### config.mk
export PLATFORM = sky130hd
export DESIGN_NAME = button_pulse_gen
export DESIGN_NICKNAME = d
export VERILOG_FILES = /design/src/rtl/btn_pkg.sv /design/src/rtl/sync_2ff.sv /design/src/rtl/button_pulse_gen.sv
export SDC_FILE = /design/constraint.sdc
export NUM_CORES = 1
export LEC_CHECK = 0
export CAP_MARGIN = 30
export CORE_AREA = 4 4 41 43
export CTS_BUF_LIST = sky130_fd_sc_hd__clkbuf_16
export CTS_CLUSTER_SIZE = 20
export DETAILED_ROUTE_END_ITERATION = 12
export DIE_AREA = 0 0 45 47
export GPL_ROUTABILITY_DRIVEN = 0
export MAX_ROUTING_LAYER = met4
export PLACE_DENSITY = 0.53
export REMOVE_ABC_BUFFERS = 1
export SETUP_SLACK_MARGIN = 0.5
export SLEW_MARGIN = 40
export SYNTH_ARGS = -nofsm -noshare
export SYNTH_HDL_FRONTEND = slang
export SYNTH_SLANG_ARGS = --single-unit
### constraint.sdc
create_clock -name clk -period 3.6 [get_ports clk]
set_input_delay 0.72 -clock clk [delete_from_list [all_inputs] [get_ports clk]]
set_output_delay 0.72 -clock clk [all_outputs]
set_load 0.01 [all_outputs]
### src/rtl/btn_pkg.sv
// Shared definitions for the push-button conditioning block: FSM state
// encoding and the default debounce lengths for simulation and board builds.
package btn_pkg;

  typedef enum logic [1:0] {
    ST_IDLE         = 2'b00,
    ST_PRESS_WAIT   = 2'b01,
    ST_HELD         = 2'b11,
    ST_RELEASE_WAIT = 2'b10
  } btn_state_e;

  localparam int unsigned DEBOUNCE_CYCLES_SIM   = 4;
  localparam int unsigned DEBOUNCE_CYCLES_BOARD = 1_000_000;

endpackage

### src/rtl/sync_2ff.sv
// Two-flop synchroniser for an asynchronous single-bit input.
// Reusable for any slow board-level input.
module sync_2ff (
  input  logic clk,
  input  logic rst,
  input  logic d,
  output logic q
);

  logic s0_q, s0_d;
  logic s1_q, s1_d;

  always_comb begin
    s0_d = d;
    s1_d = s0_q;
  end

  always_ff @(posedge clk or posedge rst) begin
    if (rst) begin
      s0_q <= 1'b0;
      s1_q <= 1'b0;
    end else begin
      s0_q <= s0_d;
      s1_q <= s1_d;
    end
  end

  assign q = s1_q;

endmodule

### src/rtl/button_pulse_gen.sv
// Turns a raw bouncing push-button level into a debounced level and a single
// one-cycle pulse per accepted press (the count enable for binary_counter.x).
//
// state        | meaning
// -------------+--------------------------------------------------------
// IDLE         | button released and stable
// PRESS_WAIT   | synchronised input high, counting towards acceptance
// HELD         | press accepted, button still down
// RELEASE_WAIT | synchronised input low, counting towards release
module button_pulse_gen
  import btn_pkg::*;
#(
  parameter int unsigned DEBOUNCE_CYCLES = DEBOUNCE_CYCLES_SIM
) (
  input  logic clk,
  input  logic rst,
  input  logic btn_in,
  output logic pulse,
  output logic level
);

  localparam int unsigned CNT_W = (DEBOUNCE_CYCLES > 1) ? $clog2(DEBOUNCE_CYCLES) : 1;
  localparam logic [CNT_W-1:0] CNT_MAX = CNT_W'(DEBOUNCE_CYCLES - 1);

  logic btn_s;

  btn_state_e       state_q, state_d;
  logic [CNT_W-1:0] cnt_q, cnt_d;
  logic             pulse_q, pulse_d;
  logic             level_q, level_d;

  sync_2ff u_sync (
    .clk (clk),
    .rst (rst),
    .d   (btn_in),
    .q   (btn_s)
  );

  always_comb begin
    state_d = state_q;
    cnt_d   = cnt_q;
    pulse_d = 1'b0;
    case (state_q)
      ST_IDLE: begin
        if (btn_s) begin
          state_d = ST_PRESS_WAIT;
          cnt_d   = '0;
        end
      end
      ST_PRESS_WAIT: begin
        if (!btn_s) begin
          state_d = ST_IDLE;
        end else if (cnt_q == CNT_MAX) begin
          state_d = ST_HELD;
          pulse_d = 1'b1;
        end else begin
          cnt_d = cnt_q + 1'b1;
        end
      end
      ST_HELD: begin
        if (!btn_s) begin
          state_d = ST_RELEASE_WAIT;
          cnt_d   = '0;
        end
      end
      ST_RELEASE_WAIT: begin
        if (btn_s) begin
          state_d = ST_HELD;
        end else if (cnt_q == CNT_MAX) begin
          state_d = ST_IDLE;
        end else begin
          cnt_d = cnt_q + 1'b1;
        end
      end
      default: begin
        state_d = ST_IDLE;
        cnt_d   = '0;
      end
    endcase
    // Registered level tracks the state being entered, so it changes on the same edge.
    level_d = (state_d == ST_HELD) || (state_d == ST_RELEASE_WAIT);
  end

  always_ff @(posedge clk or posedge rst) begin
    if (rst) begin
      state_q <= ST_IDLE;
      cnt_q   <= '0;
      pulse_q <= 1'b0;
      level_q <= 1'b0;
    end else begin
      state_q <= state_d;
      cnt_q   <= cnt_d;
      pulse_q <= pulse_d;
      level_q <= level_d;
    end
  end

  assign pulse = pulse_q;
  assign level = level_q;

endmodule

==> results.sh <==
export IMPL_cts_sinks=8
export IMPL_synthToLayoutAreaGrowth_pct=29.2
export IMPL_ys_top_cells_by_area="dfrtp_1 44%, ha_1 19%, o21ai_0 4.4%"
export IMPL_grt_pass1_wl_mm=1.41
export IMPL_hold_path_end="u_sync.q"
export IMPL_hp_class="reg2reg"
export IMPL_max_slew_margin_pct=79.1
export IMPL_coreArea_um2=1300
export IMPL_critPathTopFamily="buffers and inverters"
export IMPL_reg2reg_slack_ns=2.08
export IMPL_fin_nets=61
export IMPL_ioPinCount=5
export IMPL_syn_area_um2=458
export IMPL_wl_um=792
export IMPL_worst_path_buf_inv=1
export IMPL_timing_fmax_mhz=559
export IMPL_placed_cell_area_um2=517
export IMPL_cts_tree="done"
export IMPL_grt_use_total_pct=10.5
export IMPL_syn_area_per_cell_um2=10.9
export IMPL_p_leak_uw=0.000287
export IMPL_antenna_found_initial=0
export IMPL_multi_input_area_um2=243
export IMPL_clockRootBuffer="clkbuf_16"
export IMPL_power_density_nw_per_um2=882
export IMPL_clock_latency_ns=0.23
export IMPL_path_clk_slew_ns=0.03
export IMPL_drive_above_1_share_pct=14.3
export IMPL_postCtsSetupBuffers=0
export IMPL_pre_cts_slack_ns=2.04
export IMPL_finalPower_uw=522
export IMPL_num_rows=13
export IMPL_drtPass1Iterations=4
export IMPL_die_area_um2=2120
export IMPL_status="finished, final reports clean"
export IMPL_hold_viol=0
export IMPL_maxCapViolations=0
export IMPL_initial_core_util_pct=35.2
export IMPL_ir_drop_uv=432
export IMPL_htreeDepth=1
export IMPL_finalCritPeriodShare_pct=49.7
export IMPL_holdWs_ns=0.359
export IMPL_ant_nets=0
export IMPL_synthCells=42
export IMPL_stdcell_area_um2=592
export IMPL_fin_crit_ns=1.79
export IMPL_insertedDiodeCount=0
export IMPL_grt_overflow_total=0
export IMPL_timing_final_ws_setup_ns=1.81
export IMPL_port_buffers=4
export IMPL_crit_required_ns=2.88
export IMPL_r2r_cells=5
export IMPL_crit_arrival_ns=1.07
export IMPL_dp_hpwl_um=619
export IMPL_final_seq_area_um2=200
export IMPL_vias_per_cell=5.16
export IMPL_rsz0062_at_grt="no"
export IMPL_synth_seq_cells=8
export IMPL_final_cell_mix="8 x dfrtp_1, 7 x ha_1, 4 x inv_1, 4 x o21ai_0, 4 x clkdlybuf4s50_1"
export IMPL_die_x_um=45
export IMPL_startpoint_type="flip-flop"
export IMPL_synth_top_area_share_pct=43.7
export IMPL_fillers=130
export IMPL_synth_cell_types=19
export IMPL_slowest_stage="clkdlybuf4s50_1"
export IMPL_drcViolationCount=0
export IMPL_critPathCaptureType="output pin"
export IMPL_routed_via_count=330
export IMPL_clock_path_buffers=2
export IMPL_min_path_cells=0
export IMPL_drt_initial_drc_count=2
export IMPL_slowest_delay_ns=0.53
export IMPL_hold_start="u_sync.s0_q"
export IMPL_cts_buffers=3
export IMPL_synth_top_cell_by_area="dfrtp_1"
export IMPL_critPathMaxFanout=1
export IMPL_regToRegEndpoint="cnt_q[1]"
export IMPL_tns_ns=0
export IMPL_yosysSeqAreaShare_pct=43.7
export IMPL_setup_violations=0
export IMPL_post_cts_resized=0
export IMPL_r2r_start="state_q[1]"
export IMPL_finalMaxSlewViolations=0
export IMPL_ys_warnings_count=0
export IMPL_routedWlPerCell_um=12.4
export IMPL_path_class="reg2out"
export IMPL_skew_ns=0.00145
export IMPL_path_cells="clkdlybuf4s50_1"
export IMPL_worst_slew_pin_transition_ns=0.311
export IMPL_ctsHoldBuffers=0
export IMPL_grt_max_degree=9
export IMPL_final_common_cell="dfrtp_1"
export IMPL_fp_dieH_um=47
export IMPL_grt_pass1_vias=319
==> worst max path at each step <==
stage / start / to / slack (ns) / cells after the start
3_5_place_dp: level / level / 2.04 / 1
2_1_floorplan: state_q[1] / cnt_q[1] / 2.24 / 5
4_1_cts: level / level / 1.80 / 1
6_report: level / level / 1.81 / 1
5_1_grt: level / level / 1.78 / 1
3_3_place_gp: pulse / pulse / 2.05 / 1
==> Yosys cell counts (all sizes together) <==
cell	instances
a211o	1
a21oi	2
a31o	1
a32o	1
and3	1
dfrtp	8
ha	7
inv	4
nand2	2
nand3	1
nor2	1
nor2b	2
nor3	1
nor3b	1
o21ai	4
o21ba	1
o2bb2ai	1
o311ai	1
o31ai	2
==> flip-flops by register name, summed over array words and instances, names as in the netlist <==
name         flops
level            1
state_q          2
u_sync.q         1
pulse            1
cnt_q            2
u_sync.s0_q      1
==> metrics by stage <==
| step | std cells | utilization (%) |
|---|---|---|
| after floorplan | 42 | - |
| after global placement | 61 | 39.7 |
| after detailed placement | 61 | 39.7 |
| after CTS | 64 | 45.5 |
| after global routing | 64 | 45.5 |
| final | 64 | 45.5 |
==> report_power, final <==
group	switching, uW	internal (uW)
clock network	39.5	143
registers	26.2	119
logic	102	92.4
total	168	354
==> per-layer routing <==
| metal | wire [um] | track usage [%] | up-vias |
|---|---|---|---|
| li1 | - | - | 168 |
| met1 | 330 | 11.0 | 151 |
| met2 | 390 | 15.3 | 6 |
| met3 | 45 | 4.60 | 5 |
| met4 | 26 | 8.77 | 0 |
| met5 | 0 | - | - |
==> cells by family after synthesis <==
| family | share of synthesized area, % |
|---|---|
| adder cells (fa/ha/maj) | 19.1 |
| flip-flops | 43.7 |
| buffers and inverters | 3.28 |
| AO/OA/AOI/OAI | 22.1 |
| AND/OR/NAND/NOR | 11.7 |
==> layout make-up <==
class / count / area share, %
Inverter: 4 / 2.54
Multi-Input combinational cell: 30 / 41.0
Sequential cell: 8 / 33.8
Timing Repair Buffer: 4 / 6.77
Tap cell: 15 / 3.17
Clock buffer: 3 / 12.7
Note: power is estimated with default switching activity, not from simulation.
